`config.mk`:
```
export PLATFORM = sky130hd
export DESIGN_NAME = pipeline_trace_tracker
export DESIGN_NICKNAME = d
export VERILOG_FILES = /design/src/rtl/pipeline_trace_tracker.sv
export SDC_FILE = /design/constraint.sdc
export NUM_CORES = 1
export LEC_CHECK = 0
export BUFFER_PORTS_ARGS = -buffer_cell sky130_fd_sc_hd__buf_2
export CORE_MARGIN = 3
export CORE_UTILIZATION = 52
export CTS_BUF_LIST = sky130_fd_sc_hd__clkbuf_4 sky130_fd_sc_hd__clkbuf_8
export CTS_CLUSTER_SIZE = 14
export DETAILED_ROUTE_END_ITERATION = 12
export GPL_ROUTABILITY_DRIVEN = 1
export PLACE_DENSITY = 0.78
export SLEW_MARGIN = 20
export SYNTH_ARGS = -nofsm -noshare
export SYNTH_HDL_FRONTEND = slang
export SYNTH_SLANG_ARGS = --single-unit
```
`constraint.sdc`:
```
create_clock -name clk -period 13.9 [get_ports clk]
set_input_delay 2.085 -clock clk [delete_from_list [all_inputs] [get_ports clk]]
set_output_delay 2.085 -clock clk [all_outputs]
set_load 0.005 [all_outputs]
```
`src/rtl/pipeline_trace_tracker.sv`:
```
// Shadow-tags WISC pipeline instructions with a sequence ID and fetch stamp through D/X/M/W slots.
// Optional TRACE_HLT_STOP_EN: freeze all tracking once an HLT (instr[15:12]=F) reaches W.
module pipeline_trace_tracker #(
   parameter int ID_W  = 8,
   parameter int CYC_W = 32
) (
   input  logic             clk,
   input  logic             rst,
   input  logic             stall,
   input  logic             flush,
   input  logic [15:0]      if_pc,
   input  logic [15:0]      if_instr,
   output logic [3:0]       stage_vld,
   output logic [ID_W-1:0]  d_id,
   output logic [ID_W-1:0]  x_id,
   output logic [ID_W-1:0]  m_id,
   output logic [ID_W-1:0]  w_id,
   output logic             ret_valid,
   output logic [ID_W-1:0]  ret_id,
   output logic [15:0]      ret_pc,
   output logic [15:0]      ret_instr,
   output logic [CYC_W-1:0] ret_fetch_cyc,
   output logic [CYC_W-1:0] ret_cyc,
   output logic [CYC_W-1:0] retired_cnt,
   output logic [CYC_W-1:0] squash_cnt,
   output logic             halted
);

   typedef struct packed {
      logic             vld;
      logic [ID_W-1:0]  id;
      logic [15:0]      pc;
      logic [15:0]      instr;
      logic [CYC_W-1:0] fcyc;
   } slot_t;

   slot_t            r_d, r_x, r_m, r_w;
   slot_t            w_d_nxt, w_x_nxt;
   logic [ID_W-1:0]  r_fetch_id, w_fetch_id_nxt;
   logic [CYC_W-1:0] r_cyc, r_ret_cnt, r_sq_cnt;
   logic             w_sq;
   logic             w_frz;

   // Stall beats flush: a held D cannot also be squashed.
   always_comb begin
      w_d_nxt        = r_d;
      w_x_nxt        = r_d;
      w_fetch_id_nxt = r_fetch_id;
      w_sq           = 1'b0;
      if (stall) begin
         w_x_nxt = '0;
      end else if (flush) begin
         w_d_nxt        = '0;
         w_fetch_id_nxt = r_fetch_id + ID_W'(1);
         w_sq           = 1'b1;
      end else begin
         w_d_nxt.vld    = 1'b1;
         w_d_nxt.id     = r_fetch_id;
         w_d_nxt.pc     = if_pc;
         w_d_nxt.instr  = if_instr;
         w_d_nxt.fcyc   = r_cyc;
         w_fetch_id_nxt = r_fetch_id + ID_W'(1);
      end
   end

   always_ff @(posedge clk or posedge rst) begin
      if (rst) begin
         r_d        <= '0;
         r_x        <= '0;
         r_m        <= '0;
         r_w        <= '0;
         r_fetch_id <= '0;
         r_cyc      <= '0;
         r_ret_cnt  <= '0;
         r_sq_cnt   <= '0;
      end else if (w_frz) begin
         r_w.vld <= 1'b0;
      end else begin
         r_d        <= w_d_nxt;
         r_x        <= w_x_nxt;
         r_m        <= r_x;
         r_w        <= r_m;
         r_fetch_id <= w_fetch_id_nxt;
         r_cyc      <= r_cyc + CYC_W'(1);
         if (r_m.vld) r_ret_cnt <= r_ret_cnt + CYC_W'(1);
         if (w_sq)    r_sq_cnt  <= r_sq_cnt + CYC_W'(1);
      end
   end

`ifdef TRACE_HLT_STOP_EN
   logic r_halted;

   // Set on the same edge the HLT lands in W, so its retire strobe is still seen.
   always_ff @(posedge clk or posedge rst) begin
      if (rst)
         r_halted <= 1'b0;
      else if (!r_halted && r_m.vld && (r_m.instr[15:12] == 4'hF))
         r_halted <= 1'b1;
   end

   assign w_frz  = r_halted;
   assign halted = r_halted;
`else
   assign w_frz  = 1'b0;
   assign halted = 1'b0;
`endif

   assign stage_vld     = {r_w.vld, r_m.vld, r_x.vld, r_d.vld};
   assign d_id          = r_d.id;
   assign x_id          = r_x.id;
   assign m_id          = r_m.id;
   assign w_id          = r_w.id;
   assign ret_valid     = r_w.vld;
   assign ret_id        = r_w.id;
   assign ret_pc        = r_w.pc;
   assign ret_instr     = r_w.instr;
   assign ret_fetch_cyc = r_w.fcyc;
   assign ret_cyc       = r_cyc;
   assign retired_cnt   = r_ret_cnt;
   assign squash_cnt    = r_sq_cnt;

endmodule

```
[After elaboration in Yosys (flattened, before gate mapping)]
Index checks and enable logic that the tools add are counted.
Cells by class
  add/sub/neg operators: 4
  muxes and demuxes: 4
Operators with widths (count)
  73-bit 2-to-1 mux: 2
  32-bit by 1-bit adder with 32-bit output (second input constant): 3
  8-bit by 1-bit adder with 8-bit output (second input constant): 1
  1-bit 2-to-1 mux: 2
Storage, ports and cells
  output and inout port bits: 206
  input bits: 36
  bits in registers: 396

[Logic depth before layout (Yosys ltp)]
Gate-level depths: netlist (run 1).
  depth after elaboration: 2
  depth in mapped cells: 8

[Worst setup path before layout (run 1)]
Ideal clock, no wire load.
  kind: input to register
  start point: in stall
  end point: reg r_sq_cnt[27] (netlist: squash_cnt[27])
  stages: 8
  arrival time: 3.469 ns
  setup time: 0.125 ns
  required time: 13.775 ns
  buffers on the path: 3
  path slack: 10.306 ns
  cell sequence: buf_6 > nor2b_4 > buf_6 > nand4_4 > or4_4 > buf_6 > nand2b_4 > xnor2_2
On the way
  longest elaborated chain between the ends: 1
Ends and longest elaborated chain
  start, declared: line 9  | input logic stall,
  1-bit 2-to-1 mux: line 50  | if (stall) begin
  end signal, assigned: line 86  | if (w_sq) r_sq_cnt <= r_sq_cnt + CYC_W'(1);
  end, declared: line 40  | logic [CYC_W-1:0] r_cyc, r_ret_cnt, r_sq_cnt;
Every way passes these cells.
A chain may end at the register's enable or synchronous reset.

==> results of run 1 <==
==> registers in the layout, indices dropped and copies added (netlist names), 16 cells and up <==
name	cells
ret_cyc	32
r_d	64
squash_cnt	32
ret_instr	16
ret_fetch_cyc	32
retired_cnt	32
r_m	64
r_x	64
ret_pc	16
==> worst max path at each step <==
stage	end	cells past startpoint	from	slack [ps]
6_report	r_fetch_id[7]$_DFFE_PP0N_	6	stall	10280
3_5_place_dp	ret_cyc[10]$_DFF_PP0_	4	rst	9260
4_1_cts	ret_cyc[11]$_DFF_PP0_	4	rst	9890
3_3_place_gp	ret_cyc[11]$_DFF_PP0_	4	rst	9310
2_1_floorplan	d_id[0]$_DFFE_PP0N_	1	rst	800
5_1_grt	r_d[19]$_DFFE_PP0N_	4	rst	9890
==> worst register-to-register path: stages (launching register included) <==
cell and delay, ps:
dfrtp_1 450, ha_1 230, nand4b_1 170, or3_1 460, nor3_1 350, nand3_1 160, xnor2_1 150
==> cell usage in the layout (no fill, tap or decap), types with 2 or more instances in the layout <==
cell        Yosys  layout
buf_4          37       5
nand2b_1       71      71
clkinvlp_4      0       2
and2_1          2       2
and4_1          9       9
buf_6           3       2
dfrtp_1       396     396
o31ai_1         3       3
xnor2_1        65      65
bufinv_16       0       3
and3_1         17      17
nand3_1        23      23
inv_8           0       2
nor2_1         26      26
nor2_2          2       2
nand4_1        24      24
buf_2           1     238
nand4b_1        2       2
clkinv_2        0      12
nor4_2          2       2
inv_1           6       5
xor2_1         33      33
clkbuf_8        0      77
mux2_2          3       3
nand2_1       113     113
or4_4           2       2
nor2b_1        72      72
ha_1            4       4
clkbuf_4        0      13
o21ai_0        69      69
nor3_1          7       7
==> power breakdown <==
| part | internal [mW] | switching [mW] | total [mW] |
|---|---|---|---|
| Sequential | 1.22 | 0.0529 | 1.27 |
| Combinational | 0.0704 | 0.0809 | 0.151 |
| Clock | 0.590 | 0.421 | 1.01 |
| Total | 1.88 | 0.555 | 2.43 |
==> cells by family after synthesis <==
| group | Yosys count | synth area share, % |
|---|---|---|
| AOI/OAI and AO/OA | 73 | 2.699 |
| xor gates and xnor gates | 99 | 6.331 |
| adders and majority gates | 4 | 0.3623 |
| buffers and inverters | 80 | 3.351 |
| DFF | 396 | 71.73 |
| muxes | 3 | 0.2445 |
| other | 1 | 0.02715 |
| and+or+nand+nor | 382 | 15.25 |
==> final cells by class <==
cell class / instances / area [µm²] / share of cell area [%]
Antenna cell: 1 / 2.502 / 0.01526
Inverter: 6 / 30.03 / 0.1831
Clock inverter: 19 / 185.2 / 1.129
Sequential cell: 396 / 9910 / 60.43
Tap cell: 335 / 419.2 / 2.556
Multi-Input combinational cell: 562 / 3442 / 20.99
Clock buffer: 90 / 1157 / 7.058
Timing Repair Buffer: 245 / 1251 / 7.631
==> metal layers <==
layer	vias to the layer above	global-route usage [%]	share of wire [%]
met5	-	0	0
met4	0	6.140	2.7
met3	42	3.456	5.7
met2	220	27.55	48
met1	3861	23.69	44
li1	3801	-	-
==> run summary, run 1 <==
Outcome - finished, final reports clean
GRT Util Overall - 17.16%
Startpoint class of the critical path - primary input
Die Y - 169.0 µm
R2r startpoint - squash_cnt[0]$_DFFE_PP0P_
FF-to-FF End - squash_cnt[30]$_DFFE_PP0P_
Syn Area/Cell - 13.31 µm²
Commonest cells in the netlist - 396 x dfrtp_1, 113 x nand2_1, 72 x nor2b_1, 71 x nand2b_1, 69 x o21ai_0
Via count - 7924
CTS Buffer Depth - 3
First DRT Iteration DRCs - 414
Routability cong. - 0.8210
Hold slack - 335.6 ps
Remaining routing DRC violations - 0
Synth unique cells - 40
Setup tns final - 0 ps
Post-CTS setup buffers - 0
Clk sink count - 396
Router iterations before antenna repair - 4
Power Total - 2.433 mW
Row count - 59
Hpwl dp - 16020 µm
Worst path bufs/invs - 2
Placeable Area - 0.02606 mm²
Yosys top cell by area - dfrtp_1
Placed instance count - 1544
CTS tree - yes
Crit path time final - 3620 ps
Synth top area share - 71.73%
Critical Path RT - 14380 ps
Final Slew Violations - 0
Post_cts resized - 0
CP Class - in2reg
Hold Path Class - reg2reg
Vias in the first global route - 7990
Largest net degree at the start of global routing - 118
Port-buffer cells - 240
Final setup fails - 0
Initial antenna violation count - 1
Placed Area - 0.01505 mm²
DR WL/cell - 14.64 µm
YS warnings - 0
Most numerous cell in the Yosys netlist - dfrtp_1
Min-Delay Path Depth - 0
CP Capture Type - flip-flop
Slowest cell delay on critical path - 820 ps
Area Growth Syn to Fin - 18.69%
Top FF cell, synth - dfrtp_1
Tightest Pin Transition - 938.1 ps
Worst-skew pair later-pin latency - 570 ps
Starting Density - 53.01%
Sequential area share after synthesis - 71.73%
Max cap viols - 0
Net count after synthesis - 1078
Slew headroom - 37.46%
CTS Hold Bufs - 0
CP max FO - 117
ANT nets after route - 0
Pleak - 8.576 nW
Syn Inst Count - 1038
Number of enable flip-flop cells after synthesis - 0
First-pass GRT wire length - 40250 µm
RSZ-0062 raised after global routing - false
Worst path cell trace - buf_6 -> buf_4 -> nor2_1 -> and4_1 -> nand3_1 -> xnor2_1
# IOs - 242
Tcrit/Tclk final - 26.04%
#FFs+latches synth - 396
Post-detailed-routing wire length - 24220 µm
Die area - 0.02856 mm²
Gr ovfl total - 0
Critical path data arrival time - 4100 ps
Final hold vios - 0
Ranking of synthesized cells by area - dfrtp_1 72%, xnor2_1 4.1%, nor2b_1 3.3%, nand2b_1 3.2%, nand2_1 3.1%
Power density over cell area - 148.4 mW/mm²
Slowest CP cell - buf_4
Clock slew at reported path FFs - 70 ps
Hold Path End - r_m[36]$_DFF_PP0_
Hold Path Origin - r_x[36]$_DFF_PP0_
Cell Count, Final, Fillers Out - 1654
Final Net Count - 1311
CP delay by family, top - buffers and inverters
Ratio of cells with drive above 1 in the final layout - 28.22%
Finished Cell Area - 0.01640 mm²
Setup WS pre-CTS - 9261 ps
Fill cell count - 2033
Utilization after layout - 62.92%
Setup Skew - 16.62 ps
Max frequency - 276.2 MHz
Via density - 4.791
Root Driver - clkbuf_8
Worst reg2reg setup slack - 11830 ps
Post-synth ARST share - 100.0%
Final worst slack - 10280 ps
VDD IR max - 0.1283 mV
Synthesized cell area - 0.01381 mm²
Num CTS Buffers - 60
Length in cells of the worst reg-to-reg path - 6
Die Wd - 169.0 µm
Max H-tree Level - 2
Note: power is estimated with default switching activity, not from simulation.
==> run 2: changes to the inputs <==
CORE_UTILIZATION = 58   (was 52)
PLACE_DENSITY = 0.82   (was 0.78)
clock period = 3.6 ns   (was 13.9 ns; I/O delays follow)
==> run 2 against run 1 <==
Net effect: power rose to 3.7 times the previous value; register-to-register slack worse by 10000 ps; count of clock-buffer cells in the layout fell by 6; highest routed layer is now met5; via count rose by 0.64%; clock skew grew 11 ps; critical path depth unchanged.
==> run summary, run 2 (synthesis gave the netlist of run 1 again) <==
Max frequency - 483.2 MHz
Largest net degree at the start of global routing - 106 (-10%)
Clk sink count - 396 (unchanged)
Root Driver - clkbuf_8
CTS Buffer Depth - 3 (unchanged)
Placed instance count - 1529 (-0.97%)
Max H-tree Level - 2 (unchanged)
Clock slew at reported path FFs - 60 ps (about the same)
Post_cts resized - 0 (unchanged)
First-pass GRT wire length - 40610 µm (+0.91%)
Antenna diodes - 0 (-1)
Crit path time final - 2070 ps
Vias in the first global route - 8174 (+2.3%)
Setup tns final - 0 ps (unchanged)
Tcrit/Tclk final - 57.49%
Placed Area - 0.01512 mm² (+0.47%)
VDD IR max - 0.3158 mV (+150%)
Port-buffer cells - 240 (unchanged)
Setup WS pre-CTS - 1053 ps (-8208 ps)
Most frequent cells in the layout - 396 x dfrtp_1, 239 x buf_2, 113 x nand2_1, 72 x nor2b_1, 71 x nand2b_1
Die Y - 160.3 µm (-5.1%)
CP Capture Type - flip-flop
ANT nets after route - 0 (unchanged)
Hpwl dp - 16580 µm (+3.5%)
Tightest Pin Transition - 880.8 ps (-57.35 ps)
Final Slew Violations - 0 (unchanged)
Finished Cell Area - 0.01630 mm² (-0.62%)
Area Growth Syn to Fin - 17.96%
Pleak - 8.536 nW (-0.47%)
GRT Util Overall - 19.26% (+2.1 points)
Multi-input logic area - 0.003442 mm² (unchanged)
# IOs - 242 (unchanged)
Remaining routing DRC violations - 0 (unchanged)
Final setup fails - 0 (unchanged)
Initial antenna violation count - 1 (unchanged)
Outcome - finished, final reports clean
Die area - 0.02571 mm² (-10%)
Power density over cell area - 558.4 mW/mm² (+280%)
Utilization after layout - 70.69% (+7.8 points)
Ratio of cells with drive above 1 in the final layout - 27.90% (-0.33 points)
Routability cong. - 0.8129 (-0.99%)
Post-detailed-routing wire length - 24540 µm (+1.3%)
First DRT Iteration DRCs - 531 (+28%)
Worst-skew pair later-pin latency - 570 ps (about the same)
Via count - 7975 (+0.64%)
Num CTS Buffers - 59 (-1.7%)
Registers with the most flip-flops - r_d (64), r_m (64), r_x (64)
Row count - 55 (-6.8%)
DR WL/cell - 15.10 µm (+3.1%)
Gr ovfl total - 0 (unchanged)
Final worst slack - 1530 ps (-8750 ps)
Slew headroom - 41.28% (+3.8 points)
Hold Path Class - in2async
CTS Hold Bufs - 0 (unchanged)
Placeable Area - 0.02305 mm² (-12%)
Final hold vios - 0 (unchanged)
Critical Path RT - 4040 ps (-10340 ps)
Starting Density - 59.92% (+6.9 points)
Final Net Count - 1317 (+0.46%)
Via density - 4.908 (+2.4%)
Cell Count, Final, Fillers Out - 1625 (-1.8%)
CTS tree - yes
RSZ-0062 raised after global routing - false
Power Total - 9.099 mW (+270%)
Die Wd - 160.3 µm (-5.1%)
Most common cell after layout, fill and taps aside - dfrtp_1
CP Class - reg2reg
Router iterations before antenna repair - 4 (unchanged)
Hold slack - 138.2 ps (-197.5 ps)
Startpoint class of the critical path - flip-flop
Post-CTS setup buffers - 0 (unchanged)
Critical path data arrival time - 2510 ps (-1590 ps)
Reg area - 0.009910 mm² (unchanged)
CP max FO - 5 (-96%)
Fill cell count - 1548 (-24%)
Setup Skew - 27.59 ps (+10.96 ps)
Max cap viols - 0 (unchanged)
## run 2: path summary, 6_finish.rpt
check | from | slack (ps) | to | depth (start not counted)
worst min-delay path | rst | 140 | m_id[4]$_DFF_PP0_ | 2
min in group clk | if_instr[11] | 220 | r_d[43]$_DFFE_PP0N_ | 3
worst max register to register | squash_cnt[0]$_DFFE_PP0P_ | 1530 | squash_cnt[30]$_DFFE_PP0P_ | 6
max in group asynchronous | rst | 2550 | squash_cnt[31]$_DFFE_PP0P_ | 3
worst min register to register | r_m[50]$_DFF_PP0_ | 320 | ret_pc[2]$_DFF_PP0_ | 0
worst max-delay path | squash_cnt[0]$_DFFE_PP0P_ | 1530 | squash_cnt[30]$_DFFE_PP0P_ | 6
## run 2: power by group
part / total, mW / switching, mW / internal [mW]
sequential: 4.91 / 0.206 / 4.70
clock: 3.59 / 1.54 / 2.05
combinational: 0.600 / 0.318 / 0.282
total: 9.10 / 2.07 / 7.03
## run 2: cell type report
cell class	count	share of cell area [%]
well taps	313	2.403
clock inverters	12	0.8676
multi-input cells	562	21.12
clock buffers	84	6.365
inverters	6	0.1612
flip-flops and latches	396	60.81
repair buffers	252	8.269
## run 2: layer usage
metal | global-route usage (%) | up-vias | wire length, µm
met5 | 0 | - | 9
met4 | 6.114 | 2 | 448
met3 | 3.766 | 39 | 1188
met2 | 32.12 | 215 | 12160
met1 | 25.98 | 3914 | 10730
li1 | - | 3805 | -
## run 2: critical path, stage by stage (launching register included)
cell	delay (ps)
dfrtp_1	450
ha_1	230
nand4b_1	200
or3_1	470
nor3_1	310
nand3_1	150
xnor2_1	140
